==> src/rtl/seq_mag_comp.sv <==
// Multi-cycle magnitude comparator: scans two N-bit operands MSB-first,
// K bits per clock, stopping as soon as a chunk decides the result.
module seq_mag_comp #(
    parameter int N = 8,
    parameter int K = 2
) (
    input  logic         clk,
    input  logic         rst,
    input  logic         start,
    input  logic         is_signed,
    input  logic [N-1:0] a,
    input  logic [N-1:0] b,
    output logic         busy,
    output logic         done,
    output logic         g,
    output logic         e,
    output logic         s
);

    localparam int C  = N / K;
    localparam int IW = (C > 1) ? $clog2(C) : 1;

    typedef enum logic [1:0] {
        IDLE = 2'd0,
        RUN  = 2'd1,
        DONE = 2'd2
    } state_t;

    state_t        state, state_n;
    logic [N-1:0]  ra, ra_n;
    logic [N-1:0]  rb, rb_n;
    logic [IW-1:0] idx, idx_n;
    logic          g_n, e_n, s_n;
    logic [K-1:0]  ca, cb;
    logic [N-1:0]  msk;

    // Current chunk; an unsigned chunk compare equals "first differing bit decides".
    always_comb begin
        ca  = K'(ra >> (K * int'(idx)));
        cb  = K'(rb >> (K * int'(idx)));
        msk = {is_signed, {(N-1){1'b0}}};
    end

    // Next-state, operand capture and flag update.
    always_comb begin
        state_n = state;
        ra_n    = ra;
        rb_n    = rb;
        idx_n   = idx;
        g_n     = g;
        e_n     = e;
        s_n     = s;
        unique case (state)
            IDLE: begin
                if (start) begin
                    // Offset-binary mapping turns a signed compare into unsigned.
                    ra_n    = a ^ msk;
                    rb_n    = b ^ msk;
                    idx_n   = IW'(C - 1);
                    state_n = RUN;
                end
            end
            RUN: begin
                if ((ca != cb) || (idx == '0)) begin
                    g_n     = (ca > cb);
                    e_n     = (ca == cb);
                    s_n     = (ca < cb);
                    state_n = DONE;
                end else begin
                    idx_n = idx - 1'b1;
                end
            end
            DONE: state_n = IDLE;
            default: state_n = IDLE;
        endcase
    end

    // State, datapath and flag registers; reset aborts any operation.
    always_ff @(posedge clk or posedge rst) begin
        if (rst) begin
            state <= IDLE;
            ra    <= '0;
            rb    <= '0;
            idx   <= '0;
            g     <= 1'b0;
            e     <= 1'b0;
            s     <= 1'b0;
        end else begin
            state <= state_n;
            ra    <= ra_n;
            rb    <= rb_n;
            idx   <= idx_n;
            g     <= g_n;
            e     <= e_n;
            s     <= s_n;
        end
    end

    assign busy = (state == RUN);
    assign done = (state == DONE);

endmodule

==> config.mk <==
export PLATFORM = sky130hd
export DESIGN_NAME = seq_mag_comp
export DESIGN_NICKNAME = d
export VERILOG_FILES = /design/src/rtl/seq_mag_comp.sv
export SDC_FILE = /design/constraint.sdc
export NUM_CORES = 1
export LEC_CHECK = 0
export ABC_AREA = 1
export CORE_AREA = 2 2 50 52
export DETAILED_ROUTE_END_ITERATION = 8
export DIE_AREA = 0 0 52 54
export GPL_TIMING_DRIVEN = 0
export PLACE_DENSITY = 0.86
export SETUP_SLACK_MARGIN = 0.05
export SYNTH_ARGS = -nofsm -noshare
export SYNTH_HDL_FRONTEND = slang
export SYNTH_SLANG_ARGS = --single-unit
==> constraint.sdc <==
create_clock -name clk -period 3.72 [get_ports clk]
set_input_delay 0.372 -clock clk [delete_from_list [all_inputs] [get_ports clk]]
set_output_delay 0.372 -clock clk [all_outputs]
set_load 0.02 [all_outputs]
==> results of run 1 <==
path summary, 6_finish.rpt:
check | from | slack (ns) | endpoint
setup / recovery | state[1] | 1.79 | busy
hold / removal | rb[5] | 0.49 | rb[5]
setup reg to reg | idx[0] | 1.89 | s
hold reg to reg | rb[5] | 0.49 | rb[5]
max in group asynchronous | rst | 2.67 | ra[0]
min in group asynchronous | rst | 0.52 | state[0]
layout make-up:
cell class / instances / area [µm²] / share of cell area
sequential: 23 / 576 / 0.408
multi-input combinational: 100 / 467 / 0.331
timing repair buffer: 24 / 240 / 0.170
tap: 30 / 37.5 / 0.0266
buffer: 4 / 35.0 / 0.0248
inverter: 8 / 30.0 / 0.0213
clock buffer: 4 / 26.3 / 0.0186
worst reg2reg max path, stage by stage, from the launching register on:
cell and delay, ns:
dfrtp_1 0.37, clkinv_1 0.22, o21ai_0 0.23, o22ai_1 0.11, ha_1 0.31, nand2_1 0.11, o21ai_2 0.22, inv_2 0.06
nand2_1 0.06, nand2_1 0.04
synthesized netlist by cell type (all sizes together):
cell / number / area (µm²)
a21oi: 1 / 5.00
buf: 4 / 35.0
clkinv: 1 / 3.75
dfrtp: 23 / 576
ha: 3 / 37.5
inv: 7 / 26.3
nand2: 69 / 264
nand3: 7 / 47.6
nor2: 7 / 33.8
o21ai: 9 / 48.8
o22ai: 2 / 12.5
xnor2: 2 / 17.5
kinds of logic (layout without fill, tap and decap cells):
kind of cell,Yosys count,count (layout),share of synthesized area
adders and majority gates,3,3,0.0339
AOI/OAI and AO/OA,12,12,0.0599
xor gates and xnor gates,2,2,0.0158
DFF,23,23,0.520
and+or+nand+nor,83,83,0.312
buffers and inverters,12,40,0.0587
state kept, by name (all words and copies together), names as in the netlist:
register and flops:
rb 8, e 1, idx 2, ra 8, s 1, state 2, g 1
power groups by stage:
stage / Combinational (mW) / Sequential, mW / Clock, mW
after floorplan: 0.439 / 0.445 / 0
after detailed placement: 0.614 / 0.445 / 0
after CTS: 0.620 / 0.441 / 0.115
after global routing: 0.702 / 0.455 / 0.131
after global placement: 0.585 / 0.443 / 0
final: 0.611 / 0.441 / 0.114
per-stage QoR:
stage / instance area (µm²) / util / setup WS, ns
after CTS: 1410 / 0.608 / 1.77
after floorplan: 1110 / - / 2.14
after global routing: 1410 / 0.608 / 1.71
after global placement: 1390 / 0.597 / 1.98
after detailed placement: 1390 / 0.597 / 1.94
final: 1410 / 0.608 / 1.79
per-layer routing:
| metal | global-route usage | up-vias | wire length [µm] |
|---|---|---|---|
| met2 | 0.293 | 22 | 1050 |
| met4 | 0.0526 | 0 | 22 |
| met3 | 0.0361 | 5 | 101 |
| li1 | - | 476 | - |
| met5 | 0 | - | 0 |
| met1 | 0.192 | 439 | 829 |
==> qor.yml, run 1 <==
run_status:
  status: "completed"
worst_setup_path:
  critical_path_class: "flop to output pin"
  start_kind: "flop"
  cp.required_ns: 3.35
  reg2regPathDepth: 9
  critical_path.cell_chain: "nor2_4 -> clkdlybuf4s50_1"
  cp.depth: 2
  cp_num_buf_inv: 1
  end_kind: "output pin"
  cp.arrival_ns: 1.56
  critPathMaxFanout: 6
  max_stage_delay_ns: 0.63
  crit_family: "buffers and inverters"
  crit_path_top_delay_cell: "clkdlybuf4s50_1"
power:
  swShare: 0.433
  switching_power_mw: 0.505
  p_per_area_nw_per_um2: 826
  seq_power_share: 0.378
  power_frac_comb: 0.524
  p_leak_nw: 0.708
  p_int_mw: 0.661
  irDropWorstVdd_mv: 0.395
  power_frac_clock: 0.098
  power.total_mw: 1.17
sta:
  final-hold-violation-count: 0
  finalCritPeriodShare: 0.520
  slew_headroom: 0.432
  slew_viol_final: 0
  finalSetupViolCount: 0
  tightest_slew_ns: 0.852
  finClkSkew_ns: 0.00469
  setup_tns_ns: 0
  fmax_mhz: 517
  rsz0062_at_grt: "false"
  hold-worst-slack_ns: 0.495
  layout_min_cycle_time_ns: 1.93
drt:
  vias_per_cell: 4.88
  wl_per_cell_um: 10.4
  dr.first_iter.drc_count: 16
  firstDrtPassIters: 4
  via_count: 942
  drt.antenna.violating_nets: 0
  finalWirelength_um: 2010
  drc: 0
clocking:
  cts_tree: "yes"
  cts_resized: 0
  clock_latency_ns: 0.31
  holdBufCountCts: 0
  cts.sinks: 23
  cts_root_buffer: "clkbuf_4"
  cts_buffer_depth: 2
  cts_buffers: 3
  cts_max_level: 1
  post-cts-setup-buffers: 0
  cts.clk_slew.worst_paths_ns: 0.12
grt:
  overflow: 0
  gr-usage-all-layers: 0.163
  grt_antenna_before_repair: 0
  grt_pass1_wl_um: 3360
  grt_start_max_net_pins: 24
  grt_pass1_vias: 811
yosys:
  synth-seq-cells: 23
  ys_warn_count: 0
  syn_area_um2: 1110
  syn_avg_cell_area_um2: 8.20
  synth_cell_types: 20
  ys_seq_area_frac: 0.520
  synth_nets: 158
  synthCells: 135
floorplan:
  start_util: 0.477
  die_h_um: 54
  std_cell_rows: 18
  io_pins: 25
  core_um2: 2320
  die-area_um2: 2810
  die_x_um: 52
finish:
  post_route_cells_drive_above_1_share: 0.0982
  num_antenna_cells: 0
  nets: 187
  mostFrequentLayoutCells: "nand2_1, clkdlybuf4s50_1, dfrtp_1"
  area_growth_pct: 27.5
  layout_commonest_cell: "nand2_1"
  nFillCells: 214
  final_cell_count_no_fill: 193
min_path:
  hold_class: "flop to flop"
  holdPathStages: 2
place:
  dp_cells: 189
  dp_hpwl_um: 1530
  portBuffers: 24
  place_congestion: 0.835
job:
  cap_viol_max_count: 0
Power figures use the tool's default switching activity.
==> inputs of run 2 (changes only) <==
--- a/config.mk
+++ b/config.mk
@@ -6,11 +6,11 @@
 export NUM_CORES = 1
 export LEC_CHECK = 0
 export ABC_AREA = 1
-export CORE_AREA = 2 2 50 52
+export CORE_AREA = 2 2 54 56
 export DETAILED_ROUTE_END_ITERATION = 8
-export DIE_AREA = 0 0 52 54
+export DIE_AREA = 0 0 56 58
 export GPL_TIMING_DRIVEN = 0
-export PLACE_DENSITY = 0.86
+export PLACE_DENSITY = 0.79
 export SETUP_SLACK_MARGIN = 0.05
 export SYNTH_ARGS = -nofsm -noshare
 export SYNTH_HDL_FRONTEND = slang
==> constraint.sdc (replaced) <==
create_clock -name clk -period 1.75 [get_ports clk]
set_input_delay 0.175 -clock clk [delete_from_list [all_inputs] [get_ports clk]]
set_output_delay 0.175 -clock clk [all_outputs]
set_load 0.02 [all_outputs]
==> run 2 against run 1 <==
Sequential power is 120% higher. Register-to-register slack got worse by 1.8 ns. Critical path depth grew 7. Combinational power grew to 2.7 times the previous value. Global-route usage down 2.4 points. Setup slack worse by 1.7 ns. Non-clock buffer count rose by 2. Largest cell class unchanged. Largest power group unchanged. Highest routed layer unchanged.
==> qor.yml, run 2 (synthesis gave the netlist of run 1 again) <==
drt:
  firstDrtPassIters: 4  # unchanged
  drc: 0  # unchanged
  drt.antenna.violating_nets: 0  # unchanged
  via_count: 958  # +1.7%
  wl_per_cell_um: 12.1  # +16%
  dr.first_iter.drc_count: 19  # +3
  finalWirelength_um: 2370  # +18%
  vias_per_cell: 4.89  # +0.14%
clocking:
  cts_buffer_depth: 2  # unchanged
  clock_latency_ns: 0.32  # about the same
  cts.clk_slew.worst_paths_ns: 0.13  # about the same
  cts_tree: "yes"
  cts.sinks: 23  # unchanged
  holdBufCountCts: 0  # unchanged
  cts_buffers: 3  # unchanged
  cts_root_buffer: "clkbuf_4"
  cts_max_level: 1  # unchanged
sta:
  layout_min_cycle_time_ns: 1.69
  finClkSkew_ns: 0.00454  # -0.000153 ns
  rsz0062_at_grt: "true"
  slew_viol_final: 0  # unchanged
  slew_headroom: 0.440  # +0.00795
  final-hold-violation-count: 0  # unchanged
  tightest_slew_ns: 0.840  # -0.0119 ns
  fin_ws_ns: 0.0632  # -1.72 ns
  finalCritPeriodShare: 0.964
  finalSetupViolCount: 0  # unchanged
  fmax_mhz: 593
power:
  p_per_area_nw_per_um2: 1940  # +130%
  switching_power_mw: 1.31  # +160%
  power.total_mw: 2.90  # +150%
  seq_power_share: 0.337  # -0.041
  power_frac_clock: 0.088  # -0.010
  power_frac_comb: 0.575  # +0.051
  swShare: 0.451  # +0.0181
  p_leak_nw: 0.751  # +6.1%
  irDropWorstVdd_mv: 0.958  # +140%
  p_int_mw: 1.59  # +140%
floorplan:
  start_util: 0.416  # -0.0615
  die_x_um: 56  # +7.7%
  die-area_um2: 3250  # +16%
  std_cell_rows: 19  # +1
  die_h_um: 58  # +7.4%
  io_pins: 25  # unchanged
  core_um2: 2660  # +15%
finish:
  layout_commonest_cell: "nand2_1"
  area_growth_pct: 34.8
  post_route_cells_drive_above_1_share: 0.182  # +0.0837
  nets: 189  # +1.1%
  num_antenna_cells: 0  # unchanged
  largestRegisters: "ra x8, rb x8"
  mostFrequentLayoutCells: "nand2_1, dfrtp_1, clkdlybuf4s50_1"
worst_setup_path:
  cp.arrival_ns: 1.91  # +0.35 ns
  cp.required_ns: 1.97  # -1.38 ns
  start_kind: "flop"
  critical_path_class: "flop to flop"
  end_kind: "flop"
  crit_path_top_delay_cell: "dfrtp_1"
  critical_path.cell_chain: "inv_2 -> o21ai_0 -> o22ai_2 -> ha_1 -> nand2_4 -> nor2_4 -> nand2_2 -> nand2_2 -> buf_4"
  max_stage_delay_ns: 0.52  # -0.11 ns
  critPathMaxFanout: 6  # unchanged
  path_common_cell: "nand2_2"
place:
  portBuffers: 24  # unchanged
  place_congestion: 0.849  # +1.7%
  place_ws_ns: -0.0147  # -1.95 ns
  dp_hpwl_um: 1670  # +9.2%
run_status:
  status: "completed"
grt:
  grt_pass1_vias: 874  # +7.8%
  grt_antenna_before_repair: 0  # unchanged
  gr-usage-all-layers: 0.139  # -0.0239
  grt_pass1_wl_um: 3570  # +6.4%
  overflow: 0  # unchanged
  grt_start_max_net_pins: 24  # unchanged
job:
  cap_viol_max_count: 0  # unchanged
min_path:
  hold_class: "input pin to asynchronous set/reset pin"
[run 2: changes by cell type in the layout (fill, tap and decap cells not counted), sizes merged]
cell and change:
clkdlybuf4s50 -2, dlygate4sd2 +1, clkinv -1, dlymetal6s2s +1, buf +2, inv +1
[run 2: per-layer routing]
layer	vias to the layer above	share of wire	GRT usage	routed length (µm)
met1	450	0.41	0.165	981
met5	-	0	0	0
met4	0	0.013	0.0408	31
met2	24	0.53	0.259	1250
li1	480	-	-	-
met3	4	0.041	0.0223	98
[run 2: cell type report]
class	count	area [µm²]
fill	267	1170
sequential	23	577
multi-input combinational	100	523
timing repair buffer	26	254
buffer	4	41.3
tap	31	38.8
inverter	8	32.5
clock buffer	4	26.3
[run 2: path summary, 6_finish.rpt]
path                            startpoint        to  slack (ns)  depth (start not counted)
worst min register to register       rb[2]     rb[2]        0.50                          2
worst min-delay path                   rst     ra[0]        0.31                          2
worst max register to register      idx[1]  state[0]        0.06                          9
min in group clk                      b[2]     rb[2]        0.37                          3
worst max-delay path                idx[1]  state[0]        0.06                          9
max in group asynchronous              rst    idx[0]        0.87                          2
[run 2: stage by stage]
step	std cells	utilization	area (µm²)	hold WS [ns]	TNS, ns
2_1_floorplan	135	-	1110	0.177	0
5_1_grt	196	0.561	1490	0.378	-0.00631
3_5_place_dp	190	0.521	1390	0.468	-0.0231
4_1_cts	194	0.532	1420	0.363	0
3_3_place_gp	190	0.521	1390	0.461	-0.00770
6_report	196	0.561	1490	0.308	0
[run 2: critical path, delay by kind of cell (launching register included)]
kind	cells	cell delay, ns
compound gates	2	0.21
fa+ha+maj	1	0.34
buf+inv	2	0.24
flops	1	0.52
simple gates	4	0.30
[run 2: power groups by stage]
stage                     logic [mW]  clock network [mW]  registers (mW)
final                           1.67               0.256           0.977
after global routing            1.85               0.280            1.00
after detailed placement        1.30                   0           0.952
after global placement          1.25                   0           0.944
after floorplan                0.934                   0           0.947
after CTS                       1.35               0.250           0.946
[run 2: what timing repair did]
action / 4_1_cts / 5_1_grt
endpoints found under the setup margin: 7 / 8
pin swaps: 2 / 10
buffers inserted: 0 / 1
cloned: 0 / 1
resized for setup: 6 / 18
==> inputs of run 3 (changes only) <==
--- a/config.mk
+++ b/config.mk
@@ -10,7 +10,7 @@
 export DETAILED_ROUTE_END_ITERATION = 8
 export DIE_AREA = 0 0 56 58
 export GPL_TIMING_DRIVEN = 0
-export PLACE_DENSITY = 0.79
+export PLACE_DENSITY_LB_ADDON = 0.05
 export SETUP_SLACK_MARGIN = 0.05
 export SYNTH_ARGS = -nofsm -noshare
 export SYNTH_HDL_FRONTEND = slang
==> run 3 against run 2 <==
Critical path type unchanged. Non-clock buffer count rose by 1. Global-route usage up 2.1 points. Sequential cell count unchanged. Clock skew down 0.0020 ns.
==> qor.yml, run 3 (synthesis gave the netlist of run 1 again) <==
finish:
  num_antenna_cells: 0  # unchanged
  post_route_cells_drive_above_1_share: 0.169  # -0.0131
  area_growth_pct: 33.6
  nets: 190  # +0.53%
  mostFrequentLayoutCells: "nand2_1, dfrtp_1, clkdlybuf4s50_1"
  layout_commonest_cell: "nand2_1"
  final_util: 0.555  # -0.00517
  largestRegisters: "ra x8, rb x8"
worst_setup_path:
  path_common_cell: "nand2_1"
  crit_path_top_delay_cell: "dfrtp_2"
  cp.required_ns: 1.98  # about the same
  cp.arrival_ns: 1.92  # about the same
  critical_path.cell_chain: "buf_6 -> o21ai_1 -> o22ai_1 -> ha_1 -> nand2_2 -> o21ai_4 -> inv_2 -> nand2_1 -> nand2_1"
  crit_family: "flip-flops"
  cp_num_buf_inv: 2  # unchanged
  end_kind: "flop"
  r2r_setup_slack_ns: 0.06  # about the same
  critical_path_class: "flop to flop"
  max_stage_delay_ns: 0.46  # -0.06 ns
  r2r-end: "s"
  reg2reg_from: "idx[0]"
  critPathMaxFanout: 5  # -1
  start_kind: "flop"
  reg2regPathDepth: 9  # unchanged
drt:
  drt.antenna.violating_nets: 0  # unchanged
  via_count: 950  # -0.84%
  firstDrtPassIters: 4  # unchanged
  finalWirelength_um: 2260  # -4.4%
  wl_per_cell_um: 11.5  # -4.9%
  dr.first_iter.drc_count: 27  # +8
  drc: 0  # unchanged
  vias_per_cell: 4.82  # -1.3%
place:
  portBuffers: 24  # unchanged
  dp_hpwl_um: 1610  # -3.3%
  place_congestion: 0.737  # -13%
clocking:
  cts_root_buffer: "clkbuf_4"
  cts_max_level: 1  # unchanged
  cts_buffer_depth: 2  # unchanged
  holdBufCountCts: 0  # unchanged
  clock_latency_ns: 0.32  # about the same
  cts_tree: "yes"
  cts.sinks: 23  # unchanged
  cts_buffers: 3  # unchanged
  cts.clk_slew.worst_paths_ns: 0.12  # about the same
sta:
  finalCritPeriodShare: 0.967  # +0.00315
  slew_headroom: 0.409  # -0.0308
  hold-worst-slack_ns: 0.326  # +0.0179 ns
  layout_min_cycle_time_ns: 1.69  # +0.00552 ns
  finClkSkew_ns: 0.00251  # -0.00203 ns
  rsz0062_at_grt: "true"
  finalSetupViolCount: 0  # unchanged
  tightest_slew_ns: 0.886  # +0.0462 ns
  fmax_mhz: 591  # -0.33%
  slew_viol_final: 0  # unchanged
  final-hold-violation-count: 0  # unchanged
power:
  power_frac_clock: 0.088  # about the same
  p_int_mw: 1.61  # +1.2%
  irDropWorstVdd_mv: 0.916  # -4.3%
  p_per_area_nw_per_um2: 1930  # -0.78%
  power.total_mw: 2.85  # -1.7%
  seq_power_share: 0.339  # +0.002
  switching_power_mw: 1.24  # -5.2%
  p_leak_nw: 0.751  # about the same
  swShare: 0.435  # -0.0162
  power_frac_comb: 0.573  # -0.002
grt:
  grt_pass1_wl_um: 4060  # +14%
  grt_antenna_before_repair: 0  # unchanged
  grt_start_max_net_pins: 24  # unchanged
  overflow: 0  # unchanged
  grt_pass1_vias: 922  # +5.5%
  gr-usage-all-layers: 0.160  # +0.0212
floorplan:
  core_um2: 2660  # unchanged
  die-area_um2: 3250  # unchanged
  start_util: 0.416  # unchanged
  std_cell_rows: 19  # unchanged
  die_x_um: 56  # unchanged
  io_pins: 25  # unchanged
  die_h_um: 58  # unchanged
min_path:
  hold_class: "input pin to asynchronous set/reset pin"
run_status:
  status: "completed"
job:
  cap_viol_max_count: 0  # unchanged
-- run 3: stage by stage --
| step | cell area (µm²) | std cells | TNS (ns) | worst slack, ns |
|---|---|---|---|---|
| final | 1480 | 197 | 0 | 0.0577 |
| after global routing | 1480 | 197 | -0.102 | -0.0492 |
| after CTS | 1430 | 195 | 0 | 0.0529 |
| after detailed placement | 1390 | 190 | -0.156 | -0.0638 |
| after global placement | 1390 | 190 | -0.0484 | -0.0426 |
| after floorplan | 1110 | 135 | 0 | 0.169 |
-- run 3: area by class of cell --
cell class	instances	area (µm²)
tap	31	38.8
fill	271	1180
buffer	4	41.3
clock buffer	4	26.3
multi-input combinational	100	495
sequential	23	577
inverter	8	32.5
timing repair buffer	27	268
-- run 3: what timing repair did --
| item | 4_1_cts | 5_1_grt |
|---|---|---|
| hold endpoints to repair | 0 | 0 |
| pin swaps | 3 | 6 |
| setup endpoints to repair | 8 | 7 |
| gates cloned | 0 | 1 |
| resized for setup | 7 | 14 |
| buffers inserted | 1 | 1 |
-- run 3: worst max-delay path by stage --
stage,slack (ns),to,startpoint,cells past startpoint
3_5_place_dp,-0.06,s,idx[0],9
2_1_floorplan,0.17,s,idx[0],9
4_1_cts,0.05,done,state[1],3
5_1_grt,-0.05,idx[1],idx[1],10
3_3_place_gp,-0.04,s,idx[0],9
6_report,0.06,s,idx[0],9
-- run 3: power by group through the flow --
| stage | sequential, mW | clock, mW | combinational (mW) |
|---|---|---|---|
| final | 0.965 | 0.252 | 1.63 |
| after global routing | 1.00 | 0.285 | 1.85 |
| after CTS | 0.946 | 0.261 | 1.45 |
| after detailed placement | 0.954 | 0 | 1.31 |
| after global placement | 0.952 | 0 | 1.28 |
| after floorplan | 0.947 | 0 | 0.934 |
-- run 3: worst register-to-register path: stages, from the launching register on --
cell	delay, ns
dfrtp_2	0.46
buf_6	0.14
o21ai_1	0.15
o22ai_1	0.12
ha_1	0.31
nand2_2	0.09
o21ai_4	0.18
inv_2	0.06
nand2_1	0.05
nand2_1	0.04
-- run 3: metal layers --
metal | vias up | global-route usage | wire (µm)
li1 | 483 | - | -
met1 | 442 | 0.199 | 1010
met2 | 20 | 0.277 | 1100
met3 | 5 | 0.0246 | 99
met4 | 0 | 0.0714 | 50
met5 | - | 0 | 0
